[src/rtl/booth2_div16_16_seq_if.sv]
`default_nettype none
// ============================================================================
// Module      : booth2_div16_16_seq_if
// Description : Operand/result handshake bundle for the sequential signed
//               divider. The master side issues dividend/divisor pairs and
//               consumes quotient/remainder. The slave side is the divider.
// Revision    : 1.0 - initial release
// ============================================================================
interface booth2_div16_16_seq_if #(
    parameter int WIDTH = 16
);
    logic             in_valid;
    logic             in_ready;
    logic [WIDTH-1:0] dividend;
    logic [WIDTH-1:0] divisor;
    logic             out_valid;
    logic             out_ready;
    logic [WIDTH-1:0] quotient;
    logic [WIDTH-1:0] remainder;
    logic             div_by_zero;
    logic             overflow;

    // Requester side: drives operands and the result-accept strobe
    modport master (
        output in_valid,
        output dividend,
        output divisor,
        output out_ready,
        input  in_ready,
        input  out_valid,
        input  quotient,
        input  remainder,
        input  div_by_zero,
        input  overflow
    );

    // Divider side
    modport slave (
        input  in_valid,
        input  dividend,
        input  divisor,
        input  out_ready,
        output in_ready,
        output out_valid,
        output quotient,
        output remainder,
        output div_by_zero,
        output overflow
    );
endinterface
`default_nettype wire

[src/rtl/booth2_div16_16_seq.sv]
`default_nettype none
// ============================================================================
// Module      : booth2_div16_16_seq
// Description : Sequential signed WIDTH/WIDTH integer divider. Works on
//               operand magnitudes with one restoring step per clock, then
//               applies two's-complement sign correction. The quotient
//               truncates toward zero, and the remainder takes the sign of
//               the dividend.
// Revision    : 1.0 - initial release
// ============================================================================
module booth2_div16_16_seq #(
    parameter int WIDTH = 16
) (
    input  wire logic             sys_clk,
    input  wire logic             sys_rst_n,
    booth2_div16_16_seq_if.slave  bus
);

    localparam int CNT_W = $clog2(WIDTH) + 1;
    localparam logic [CNT_W-1:0] LAST_STEP = CNT_W'(WIDTH - 1);
    localparam logic [CNT_W-1:0] CNT_ONE   = CNT_W'(1);
    localparam logic [WIDTH-1:0] MOST_NEG  = {1'b1, {(WIDTH-1){1'b0}}};

    typedef enum logic [1:0] {
        S_IDLE = 2'd0,
        S_CALC = 2'd1,
        S_FIX  = 2'd2,
        S_DONE = 2'd3
    } state_t;

    state_t           state_q,     state_d;
    logic [CNT_W-1:0] cnt_q,       cnt_d;
    logic             sign_a_q,    sign_a_d;
    logic             sign_b_q,    sign_b_d;
    logic             ovf_pend_q,  ovf_pend_d;
    logic [WIDTH-1:0] quo_q,       quo_d;       // working quotient / dividend shifter
    logic [WIDTH:0]   rem_q,       rem_d;       // partial remainder
    logic [WIDTH-1:0] dvs_q,       dvs_d;       // divisor magnitude
    logic [WIDTH-1:0] quotient_q,  quotient_d;
    logic [WIDTH-1:0] remainder_q, remainder_d;
    logic             dbz_q,       dbz_d;
    logic             ovf_q,       ovf_d;
    logic             in_ready_q,  in_ready_d;
    logic             out_valid_q, out_valid_d;

    // Operand magnitudes. The most negative value maps onto itself, and that
    // bit pattern is the correct unsigned magnitude 2^(WIDTH-1).
    logic [WIDTH-1:0] w_dend_mag;
    logic [WIDTH-1:0] w_dvs_mag;
    assign w_dend_mag = bus.dividend[WIDTH-1] ? -bus.dividend : bus.dividend;
    assign w_dvs_mag  = bus.divisor[WIDTH-1]  ? -bus.divisor  : bus.divisor;

    // One restoring step. The top bit of the shifted value is always zero,
    // because the remainder stays below the divisor. A borrow out of the
    // subtraction therefore lands in the top bit of w_trial.
    logic [WIDTH+1:0] w_shift;
    logic [WIDTH+1:0] w_trial;
    logic             w_fits;
    assign w_shift = {rem_q, quo_q[WIDTH-1]};
    assign w_trial = w_shift - {2'b00, dvs_q};
    assign w_fits  = ~w_trial[WIDTH+1];

    // Next-state and datapath decode
    always_comb begin
        state_d     = state_q;
        cnt_d       = cnt_q;
        sign_a_d    = sign_a_q;
        sign_b_d    = sign_b_q;
        ovf_pend_d  = ovf_pend_q;
        quo_d       = quo_q;
        rem_d       = rem_q;
        dvs_d       = dvs_q;
        quotient_d  = quotient_q;
        remainder_d = remainder_q;
        dbz_d       = dbz_q;
        ovf_d       = ovf_q;

        case (state_q)
            S_IDLE: begin
                if (bus.in_valid) begin
                    sign_a_d   = bus.dividend[WIDTH-1];
                    sign_b_d   = bus.divisor[WIDTH-1];
                    ovf_pend_d = (bus.dividend == MOST_NEG) && (bus.divisor == '1);
                    quo_d      = w_dend_mag;
                    dvs_d      = w_dvs_mag;
                    rem_d      = '0;
                    cnt_d      = '0;
                    if (bus.divisor == '0) begin
                        // Skip the iteration entirely; the result is fixed
                        quotient_d  = '1;
                        remainder_d = bus.dividend;
                        dbz_d       = 1'b1;
                        ovf_d       = 1'b0;
                        state_d     = S_DONE;
                    end else begin
                        state_d = S_CALC;
                    end
                end
            end

            S_CALC: begin
                rem_d = w_fits ? w_trial[WIDTH:0] : w_shift[WIDTH:0];
                quo_d = {quo_q[WIDTH-2:0], w_fits};
                cnt_d = cnt_q + CNT_ONE;
                if (cnt_q == LAST_STEP) begin
                    state_d = S_FIX;
                end
            end

            S_FIX: begin
                quotient_d  = (sign_a_q ^ sign_b_q) ? -quo_q : quo_q;
                remainder_d = sign_a_q ? -rem_q[WIDTH-1:0] : rem_q[WIDTH-1:0];
                dbz_d       = 1'b0;
                ovf_d       = ovf_pend_q;
                state_d     = S_DONE;
            end

            S_DONE: begin
                if (bus.out_ready) begin
                    state_d = S_IDLE;
                end
            end

            default: begin
                state_d = S_IDLE;
            end
        endcase

        // Handshake outputs come from the next state only, so they are clean flops
        in_ready_d  = (state_d == S_IDLE);
        out_valid_d = (state_d == S_DONE);
    end

    // State and datapath registers with synchronous active-low reset
    always_ff @(posedge sys_clk) begin
        if (!sys_rst_n) begin
            state_q     <= S_IDLE;
            cnt_q       <= '0;
            sign_a_q    <= 1'b0;
            sign_b_q    <= 1'b0;
            ovf_pend_q  <= 1'b0;
            quo_q       <= '0;
            rem_q       <= '0;
            dvs_q       <= '0;
            quotient_q  <= '0;
            remainder_q <= '0;
            dbz_q       <= 1'b0;
            ovf_q       <= 1'b0;
            in_ready_q  <= 1'b1;
            out_valid_q <= 1'b0;
        end else begin
            state_q     <= state_d;
            cnt_q       <= cnt_d;
            sign_a_q    <= sign_a_d;
            sign_b_q    <= sign_b_d;
            ovf_pend_q  <= ovf_pend_d;
            quo_q       <= quo_d;
            rem_q       <= rem_d;
            dvs_q       <= dvs_d;
            quotient_q  <= quotient_d;
            remainder_q <= remainder_d;
            dbz_q       <= dbz_d;
            ovf_q       <= ovf_d;
            in_ready_q  <= in_ready_d;
            out_valid_q <= out_valid_d;
        end
    end

    assign bus.in_ready    = in_ready_q;
    assign bus.out_valid   = out_valid_q;
    assign bus.quotient    = quotient_q;
    assign bus.remainder   = remainder_q;
    assign bus.div_by_zero = dbz_q;
    assign bus.overflow    = ovf_q;

endmodule
`default_nettype wire

[src/flat_wrapper.sv]
// flat-port wrapper written by rule: the top's interface ports become plain ports
module booth2_div16_16_seq_flat 
#(
    parameter int WIDTH = 16
)
  (sys_clk, sys_rst_n, bus_in_valid, bus_dividend, bus_divisor, bus_out_ready, bus_in_ready, bus_out_valid, bus_quotient, bus_remainder, bus_div_by_zero, bus_overflow);
  booth2_div16_16_seq_if #(.WIDTH(WIDTH)) bus_i ();
  input  wire logic sys_clk;
  input  wire logic sys_rst_n;
  input wire logic [$bits(bus_i.in_valid)-1:0] bus_in_valid;
  input wire logic [$bits(bus_i.dividend)-1:0] bus_dividend;
  input wire logic [$bits(bus_i.divisor)-1:0] bus_divisor;
  input wire logic [$bits(bus_i.out_ready)-1:0] bus_out_ready;
  output wire logic [$bits(bus_i.in_ready)-1:0] bus_in_ready;
  output wire logic [$bits(bus_i.out_valid)-1:0] bus_out_valid;
  output wire logic [$bits(bus_i.quotient)-1:0] bus_quotient;
  output wire logic [$bits(bus_i.remainder)-1:0] bus_remainder;
  output wire logic [$bits(bus_i.div_by_zero)-1:0] bus_div_by_zero;
  output wire logic [$bits(bus_i.overflow)-1:0] bus_overflow;
  assign bus_i.in_valid = bus_in_valid;
  assign bus_i.dividend = bus_dividend;
  assign bus_i.divisor = bus_divisor;
  assign bus_i.out_ready = bus_out_ready;
  assign bus_in_ready = bus_i.in_ready;
  assign bus_out_valid = bus_i.out_valid;
  assign bus_quotient = bus_i.quotient;
  assign bus_remainder = bus_i.remainder;
  assign bus_div_by_zero = bus_i.div_by_zero;
  assign bus_overflow = bus_i.overflow;
  booth2_div16_16_seq #(.WIDTH(WIDTH)) u_core (.sys_clk(sys_clk), .sys_rst_n(sys_rst_n), .bus(bus_i));
endmodule
[config.mk]
export PLATFORM = sky130hd
export DESIGN_NAME = booth2_div16_16_seq_flat
export DESIGN_NICKNAME = d
export VERILOG_FILES = /design/src/rtl/booth2_div16_16_seq_if.sv /design/src/rtl/booth2_div16_16_seq.sv /design/src/flat_wrapper.sv
export SDC_FILE = /design/constraint.sdc
export NUM_CORES = 1
export LEC_CHECK = 0
export ABC_AREA = 1
export CORE_MARGIN = 2
export CORE_UTILIZATION = 52
export DETAILED_ROUTE_END_ITERATION = 16
export GPL_TIMING_DRIVEN = 0
export PLACE_DENSITY = 0.78
export SLEW_MARGIN = 20
export SYNTH_ARGS = -nofsm -noshare
export SYNTH_HDL_FRONTEND = slang
export SYNTH_SLANG_ARGS = --single-unit
[constraint.sdc]
create_clock -name sys_clk -period 2.05 [get_ports sys_clk]
set_clock_uncertainty 0.05 [all_clocks]
set_input_delay 0.5125 -clock sys_clk [delete_from_list [all_inputs] [get_ports sys_clk]]
set_output_delay 0.5125 -clock sys_clk [all_outputs]
set_load 0.03 [all_outputs]
==> metrics.sh, run 1 <==
END_KIND='flop'
OUTCOME='completed'
POWER-PER-CELL-AREA_mW_PER_MM2=951.4
ARR_TIME_CRIT_PATH_NS=2.18
FINAL_NET_COUNT=1196
CRIT_BUF_INV=3
MOST_COMMON_CELL_AFTER_LAYOUT_FILL_AND_TAPS_ASIDE='sky130_fd_sc_hd__nand2_1'
LAYOUT.CELLS.NON_FILLER=1313
IO_PINS=72
CTS-BUFFERS-INSERTED=9
PLACEMENT_ROWS=41
GRT-OVFL-TOTAL=0
CLK-INSERTION-DELAY-LATE_NS=0.35
HP-CLASS='flop to flop'
POSTLAYOUTCELLAREA_MM2=0.008947
P_TOTAL_mW=8.513
DPL_CELL_AREA_MM2=0.007710
DRT_PRE_ANTENNA_ITERS=6
NETLIST-CELL-TYPE-COUNT=48
ANTENNA_FOUND_INITIAL=0
ANTENNA-DIODE-COUNT=0
LAYOUT_COMMON_CELLS='sky130_fd_sc_hd__nand2_1 (231), sky130_fd_sc_hd__inv_1 (111), sky130_fd_sc_hd__o21ai_0 (70), sky130_fd_sc_hd__nand3_1 (70), sky130_fd_sc_hd__dfxtp_1 (70)'
POST_SYNTH.CELL_AREA_AVG_UM2=6.661
CRITICAL-PATH-SLOWEST-CELL='sky130_fd_sc_hd__dfxtp_2'
AREA.SEQUENTIAL_MM2=0.001938
VDD_DROP_MAX_mV=0.4928
VIAS=7562
SLOWEST_DELAY_NS=0.43
SYNTH.TOP_CELL.AREA_SHARE_PCT=27.99
CLOCK_TREE.BUFFER_DEPTH=2
FIRST_GLOBAL_VIAS=6648
YOSYSSEQAREASHARE_PCT=27.99
SETUP_SLACK_NS=0.02728
TIGHTEST_SLEW_NS=0.8188
WARNING_COUNT_FROM_THE_YOSYS_RUN=0
WIRE_LENGTH_OF_THE_FIRST_GLOBAL_ROUTING_PASS_UM=33980
SYNTH_SEQ_CELLS=95
CTS_ROOT_BUFFER='sky130_fd_sc_hd__clkbuf_16'
DIE-HEIGHT_UM=118.3
MAX-SLEW-MARGIN-REL_PCT=45.42
SYNTH_TOP_AREA_CELL='sky130_fd_sc_hd__dfxtp_1'
GPL.FINAL_WEIGHTED_CONGESTION=0.9794
MAXIMUM_NET_FANOUT_ON_THE_CRITICAL_PATH=6
CRITICAL_PATH.STARTPOINT_TYPE='flop'
START_UTIL_PCT=53.62
CRIT_TOP_CELL='sky130_fd_sc_hd__nand2_8'
PIN_COUNT_OF_THE_BIGGEST_NET_ENTERING_GLOBAL_ROUTING=16
MAX_FREQ_MHz=494.4
CRITICAL_PATH.CELL_CHAIN='ha_4 -> nand2_4 -> inv_2 -> nand2_2 -> nand2_2 -> inv_2 -> nand3_4 -> nand2_8 -> nand2_8 -> nand2_8 -> buf_4 -> nand3_1 -> nand3_2 -> a21oi_2'
LEAKAGE_POWER_FIGURE_nW=3.921
CTS_TREE='yes'
INITIALDRTVIOLATIONCOUNT=847
MAX_CAPACITANCE_VIOLATION_TOTAL=0
LAYOUT-AREA-OVERHEAD-VS-SYNTH_PCT=31.69
CRITICAL_PATH_CLASS='flop to flop'
SYNTH_EDF_COUNT=0
RESIDUAL_DRC_COUNT=0
GRT_UTIL_ALL_LAYERS_PCT=30.66
WORST-ENDPOINT-REQUIRED_NS=2.21
DRT.ANTENNA.VIOLATING_NETS=0
POSTCTSHOLDBUFS=0
DRIVE_GT1_SHARE_PCT=24.19
SYNTH-MAIN-FF-CELL='sky130_fd_sc_hd__dfxtp_1'
SYN_INST=1020
HTREE_NUM_LEVELS=3
IO_BUFFER_COUNT=70
NETLIST_AREA_MM2=0.006794
CRITPATHTOPFAMILY='simple AND/OR/NAND/NOR gates'
DIE-WIDTH_UM=118.3
POST-ROUTE-MIN-PERIOD_NS=2.023
ROUTE.DETAILED.VIAS_PER_INST=5.759
SYNTHTOPCELLSBYAREA='sky130_fd_sc_hd__dfxtp_1 (28%), sky130_fd_sc_hd__nand2_1 (14%), sky130_fd_sc_hd__inv_1 (7.2%)'
TIMING.FINAL.HOLD_VIOLATIONS=0
FILL_CELLS=1044
DIE-AREA_MM2=0.01400
RSZ0062_AT_GRT='yes'
DP_HPWL_UM=15920
HOLD_WS_NS=0.4171
POST-PLACE-CELLS=1262
FINAL-MAX-SLEW-VIOLATION-COUNT=0
DP_SLACK_NS=-0.6027
SYNTHESIS.NETS=1080
TIMING.FINAL.CRIT_SHARE_PCT=98.67
CORE_AREA_MM2=0.01267
WIRELENGTH_ROUTED_UM=23030
SETUP_VIOLATIONS=0
ASYNC_FLOP_SHARE_PCT=0
CTS.SINKS=95
MULTIINPUTGATEAREA_MM2=0.004616
ROUTE.DETAILED.WL_PER_INST_UM=17.54
CLKSLEWWORSTSETUPHOLDPATHS_NS=0.07
through the flow:
step                      setup TNS [ns]  utilization, %
final                                  0           70.61
after floorplan                        0               -
after detailed placement          -34.37           60.85
after CTS                              0           67.28
after global placement            -33.27           60.85
after global routing             -0.2791           70.61
where the power goes:
part	switching, mW	internal, mW
registers	0.185	1.98
logic	2.66	1.78
clock network	0.733	1.17
total	3.58	4.94
area by class of cell:
type | count | share of cell area, %
repair buffers | 106 | 11.82
plain buffers | 40 | 2.643
clock inverters | 4 | 0.8530
well taps | 172 | 2.405
clock buffers | 12 | 2.979
multi-input cells | 741 | 51.59
flip-flops and latches | 95 | 21.66
inverters | 143 | 6.055
worst paths after layout:
path / startpoint / endpoint / slack [ns] / cells after the start
setup / recovery: u_core.rem_q[6] / u_core.rem_q[6] / 0.03 / 14
hold / removal: u_core.bus.remainder[15] / u_core.bus.remainder[15] / 0.42 / 2
setup reg to reg: u_core.rem_q[6] / u_core.rem_q[6] / 0.03 / 14
hold reg to reg: u_core.bus.remainder[15] / u_core.bus.remainder[15] / 0.42 / 2
worst reg2reg max path: stages (launching register included):
cell and delay [ns]:
sky130_fd_sc_hd__dfxtp_2 0.43, sky130_fd_sc_hd__ha_4 0.25, sky130_fd_sc_hd__nand2_4 0.10, sky130_fd_sc_hd__inv_2 0.05, sky130_fd_sc_hd__nand2_2 0.08, sky130_fd_sc_hd__nand2_2 0.07
sky130_fd_sc_hd__inv_2 0.08, sky130_fd_sc_hd__nand3_4 0.11, sky130_fd_sc_hd__nand2_8 0.12, sky130_fd_sc_hd__nand2_8 0.08, sky130_fd_sc_hd__nand2_8 0.08, sky130_fd_sc_hd__buf_4 0.14
sky130_fd_sc_hd__nand3_1 0.10, sky130_fd_sc_hd__nand3_2 0.09, sky130_fd_sc_hd__a21oi_2 0.05
synth_stat cells, drive strengths merged, types with 2 or more instances:
master	number
nand2	259
inv	143
nand3	118
dfxtp	95
o21ai	80
a21oi	77
nor2	68
clkbuf	25
a31oi	24
ha	23
nor3	22
buf	17
xor2	12
nand4	10
xnor2	9
nand3b	6
a22oi	5
nor4	4
o221ai	4
or2	4
o211ai	3
o21bai	2
state kept, by name (all words and copies together) (netlist names):
| signal | cells |
|---|---|
| u_core.state_q | 2 |
| u_core.bus.in_ready | 1 |
| u_core.bus.quotient | 16 |
| u_core.cnt_q | 5 |
| u_core.bus.remainder | 16 |
| u_core.quo_q | 16 |
| u_core.bus.out_valid | 1 |
| u_core.bus.div_by_zero | 1 |
| u_core.rem_q | 17 |
| u_core.dvs_q | 16 |
| u_core.ovf_pend_q | 1 |
| u_core.sign_b_q | 1 |
| u_core.bus.overflow | 1 |
| u_core.sign_a_q | 1 |
cell families after synthesis:
kind of cell,synth area share (%)
AOI/OAI and AO/OA,16.94
and+or+nand+nor,36.43
buffers and inverters,11.29
DFF,27.99
adders and majority gates,4.530
xor gates and xnor gates,2.818
timing repair:
| item | 4_1_cts | 5_1_grt |
|---|---|---|
| cloned | 3 | 1 |
| setup buffers | 14 | 20 |
| pin swaps | 13 | 35 |
| setup endpoints to repair | 57 | 66 |
| gates resized for setup | 70 | 99 |
routing by layer:
layer  routed length, um  up-vias  GRT usage, %
li1                    -     3620             -
met1                9656     3481         42.64
met2               10450      391         47.11
met3                2108       70         5.309
met4                 818        0         11.97
met5                   0        -             0
No activity file was read; power rests on OpenSTA's default activity.
==> run 2, diff against run 1 <==
- CORE_MARGIN: 2 -> 5
==> run 2 against run 1 <==
Effect of this change: the flow now finishes with violations (negative setup slack); non-clock buffer count increased by 9; final area increased by 2.1%; combinational power increased by 13%; setup slack got worse by 0.14 ns; utilization increased by 1.2 points; total power increased by 4.8%; count of clock-buffer cells in the layout decreased by 2; clock power decreased by 9%; sequential cell count unchanged; cell count increased by 0.76%; critical endpoint is now u_core.rem_q[8]; largest cell class unchanged.
==> metrics.sh, run 2 (synthesis results as in run 1) <==
PLACEMENT_ROWS=41  # unchanged
ARR_TIME_CRIT_PATH_NS=2.39  # was 2.18 ns
DIE-WIDTH_UM=124.3  # was 118.3 um
END_KIND='flop'  # unchanged
WIRE_LENGTH_OF_THE_FIRST_GLOBAL_ROUTING_PASS_UM=35650  # was 33980 um
START_UTIL_PCT=53.40  # was 53.62%
POWER-PER-CELL-AREA_mW_PER_MM2=977.1  # was 951.4 mW/mm2
CLOCK_POWER_SHARE_PCT=19.4  # was 22.4%
LAYOUT_COMMON_CELLS='sky130_fd_sc_hd__nand2_1 (235), sky130_fd_sc_hd__inv_1 (114), sky130_fd_sc_hd__dfxtp_1 (70)'  # was sky130_fd_sc_hd__nand2_1 (231), sky130_fd_sc_hd__inv_1 (111), sky130_fd_sc_hd__o21ai_0 (70), sky130_fd_sc_hd__nand3_1 (70), sky130_fd_sc_hd__dfxtp_1 (70)
IO_PINS=72  # unchanged
FIN_UTIL_PCT=71.78  # was 70.61%
FINAL-MAX-SLEW-VIOLATION-COUNT=0  # unchanged
ANTENNA-DIODE-COUNT=0  # unchanged
CTS-BUFFERS-INSERTED=9  # unchanged
VDD_DROP_MAX_mV=0.5354  # was 0.4928 mV
DRT.ANTENNA.VIOLATING_NETS=0  # unchanged
CRITICAL_PATH.STARTPOINT_TYPE='flop'  # unchanged
POWER.SWITCHING_mW=3.930  # was 3.576 mW
DIE-AREA_MM2=0.01545  # was 0.01400 mm2
FILL_CELLS=969  # was 1044
CRITICAL_PATH_CLASS='flop to flop'  # unchanged
DP_SLACK_NS=-0.6190  # was -0.6027 ns
TIGHTEST_SLEW_NS=0.7693  # was 0.8188 ns
CLK-INSERTION-DELAY-LATE_NS=0.36  # was 0.35 ns
ROUTE.DETAILED.WL_PER_INST_UM=18.52  # was 17.54 um
LARGEST_REG_FLOPS=17  # unchanged
HP-CLASS='flop to flop'  # unchanged
RSZ0062_AT_GRT='yes'  # unchanged
MAX_FREQ_MHz=463.4  # was 494.4 MHz
SETUP_SLACK_NS=-0.1079  # was 0.02728 ns
CORE_AREA_MM2=0.01272  # was 0.01267 mm2
DRIVE_GT1_SHARE_PCT=24.76  # was 24.19%
LAYOUT.CELLS.NON_FILLER=1323  # was 1313
REGMOSTFLOPS='u_core.rem_q'  # unchanged
FINAL_NET_COUNT=1206  # was 1196
DIE-HEIGHT_UM=124.3  # was 118.3 um
MAX_CAPACITANCE_VIOLATION_TOTAL=0  # unchanged
CLOCK_TREE.BUFFER_DEPTH=2  # unchanged
DP_HPWL_UM=16030  # was 15920 um
MAXIMUM_NET_FANOUT_ON_THE_CRITICAL_PATH=5  # was 6
PWR-SHARE-SEQ_PCT=24.3  # was 25.5%
LAYOUT-AREA-OVERHEAD-VS-SYNTH_PCT=34.42  # was 31.69%
HTREE_NUM_LEVELS=3  # unchanged
OUTCOME='complete, but fails checks'  # was completed
IO_BUFFER_COUNT=70  # unchanged
CTS_ROOT_BUFFER='sky130_fd_sc_hd__clkbuf_16'  # unchanged
COMBPWRFRAC_PCT=56.3  # was 52.2%
MAX-SLEW-MARGIN-REL_PCT=48.71  # was 45.42%
TIMING.FINAL.HOLD_VIOLATIONS=0  # unchanged
POST-PLACE-CELLS=1262  # unchanged
LEAKAGE_POWER_FIGURE_nW=4.029  # was 3.921 nW
WIRELENGTH_ROUTED_UM=24500  # was 23030 um
CTS_TREE='yes'  # unchanged
POST-ROUTE-MIN-PERIOD_NS=2.158  # was 2.023 ns
CLKSLEWWORSTSETUPHOLDPATHS_NS=0.07  # about the same
HOLD_WS_NS=0.4080  # was 0.4171 ns
NETSWITCHINGFRACTION_PCT=44.04  # was 42.00%
TIMING.FINAL.CRIT_SHARE_PCT=105.3  # was 98.67%
WORST-ENDPOINT-REQUIRED_NS=2.28  # was 2.21 ns
RESIDUAL_DRC_COUNT=0  # unchanged
FAILING_CHECKS='negative setup slack'
PIN_COUNT_OF_THE_BIGGEST_NET_ENTERING_GLOBAL_ROUTING=17  # was 16
DRT_PRE_ANTENNA_ITERS=6  # unchanged
SETUP_VIOLATIONS=18  # was 0
VIAS=7713  # was 7562
POSTCTSHOLDBUFS=0  # unchanged
CTS.SINKS=95  # unchanged
ANTENNA_FOUND_INITIAL=0  # unchanged
GRT-OVFL-TOTAL=0  # unchanged
MOST_COMMON_CELL_AFTER_LAYOUT_FILL_AND_TAPS_ASIDE='sky130_fd_sc_hd__nand2_1'  # unchanged
GRT_UTIL_ALL_LAYERS_PCT=28.22  # was 30.66%
INITIALDRTVIOLATIONCOUNT=1022  # was 847
FIRST_GLOBAL_VIAS=6914  # was 6648
INTERNAL-POWER_mW=4.994  # was 4.937 mW
ROUTE.DETAILED.VIAS_PER_INST=5.830  # was 5.759
GPL.FINAL_WEIGHTED_CONGESTION=0.9949  # was 0.9794
[run 2: cell types whose count changed in the layout (fill, tap and decap cells not counted), moves of 3 or more]
cell	before	now
sky130_fd_sc_hd__clkbuf_8	3	0
sky130_fd_sc_hd__nand3_1	70	60
sky130_fd_sc_hd__buf_8	1	5
sky130_fd_sc_hd__nand2_1	231	235
sky130_fd_sc_hd__nor2_2	8	5
sky130_fd_sc_hd__nor2_4	6	10
sky130_fd_sc_hd__nand3_4	6	12
sky130_fd_sc_hd__clkbuf_16	9	12
sky130_fd_sc_hd__inv_1	111	114
sky130_fd_sc_hd__clkdlybuf4s50_1	54	58
sky130_fd_sc_hd__dlymetal6s2s_1	10	7
sky130_fd_sc_hd__nand3_2	43	47
[run 2: repair_timing]
item / CTS / global route
gates resized for setup: 90 / 89
setup buffers: 22 / 17
gates cloned: 4 / 5
endpoints found under the setup margin: 57 / 57
pin swaps: 23 / 37
[run 2: power groups by stage]
stage,Clock [mW],Combinational [mW],Sequential (mW)
final,1.73,5.02,2.17
after global routing,1.81,5.32,2.18
after CTS,1.74,3.94,2.14
after detailed placement,0,3.35,2.15
after global placement,0,3.26,2.15
after floorplan,0,2.67,2.11
[run 2: metal layers]
layer	wire length (um)	track usage [%]	vias to the layer above
li1	-	-	3619
met1	9763	38.39	3480
met2	11010	43.80	515
met3	2806	6.346	99
met4	924	10.25	0
met5	0	0	-
[run 2: critical path: stages, from the launching register on]
cell and delay (ns):
sky130_fd_sc_hd__dfxtp_2 0.40, sky130_fd_sc_hd__ha_4 0.24, sky130_fd_sc_hd__nand2_1 0.06, sky130_fd_sc_hd__nand2_1 0.08
sky130_fd_sc_hd__inv_1 0.10, sky130_fd_sc_hd__nand2_2 0.08, sky130_fd_sc_hd__inv_2 0.08, sky130_fd_sc_hd__nand3_4 0.09
sky130_fd_sc_hd__nand2_4 0.10, sky130_fd_sc_hd__buf_6 0.10, sky130_fd_sc_hd__nand3_4 0.13, sky130_fd_sc_hd__buf_6 0.19
sky130_fd_sc_hd__nand3_4 0.10, sky130_fd_sc_hd__nand3_2 0.10, sky130_fd_sc_hd__a21oi_2 0.15
[run 2: cell type report]
| cell class | count | area [um2] | share of cell area, % |
|---|---|---|---|
| multi-input cells | 742 | 4662 | 51.05 |
| flip-flops and latches | 95 | 1938 | 21.22 |
| repair buffers | 114 | 1201 | 13.15 |
| inverters | 143 | 539.3 | 5.905 |
| plain buffers | 41 | 279.0 | 3.055 |
| clock buffers | 10 | 229.0 | 2.507 |
| well taps | 172 | 215.2 | 2.356 |
| clock inverters | 6 | 68.82 | 0.7535 |
[run 2: final timing paths]
path | cells after the start | start | endpoint | slack, ns
max | 14 | u_core.rem_q[7] | u_core.rem_q[8] | -0.11
min | 2 | u_core.bus.overflow | u_core.bus.overflow | 0.41
min reg2reg | 2 | u_core.bus.overflow | u_core.bus.overflow | 0.41
max reg2reg | 14 | u_core.rem_q[7] | u_core.rem_q[8] | -0.11
[run 2: through the flow]
stage / total power [mW] / area (um2) / TNS, ns
after floorplan: 4.777 / 6794 / 0
after global placement: 5.417 / 7710 / -31.94
after detailed placement: 5.502 / 7710 / -33.52
after CTS: 7.824 / 8601 / 0
after global routing: 9.309 / 9133 / -2.138
final: 8.923 / 9133 / -0.7530
==> run 3, diff against run 2 <==
- HOLD_SLACK_MARGIN: not set -> 0.06
==> results of run 3 <==
Final layout, timing and power as in run 2 (identical DEF).
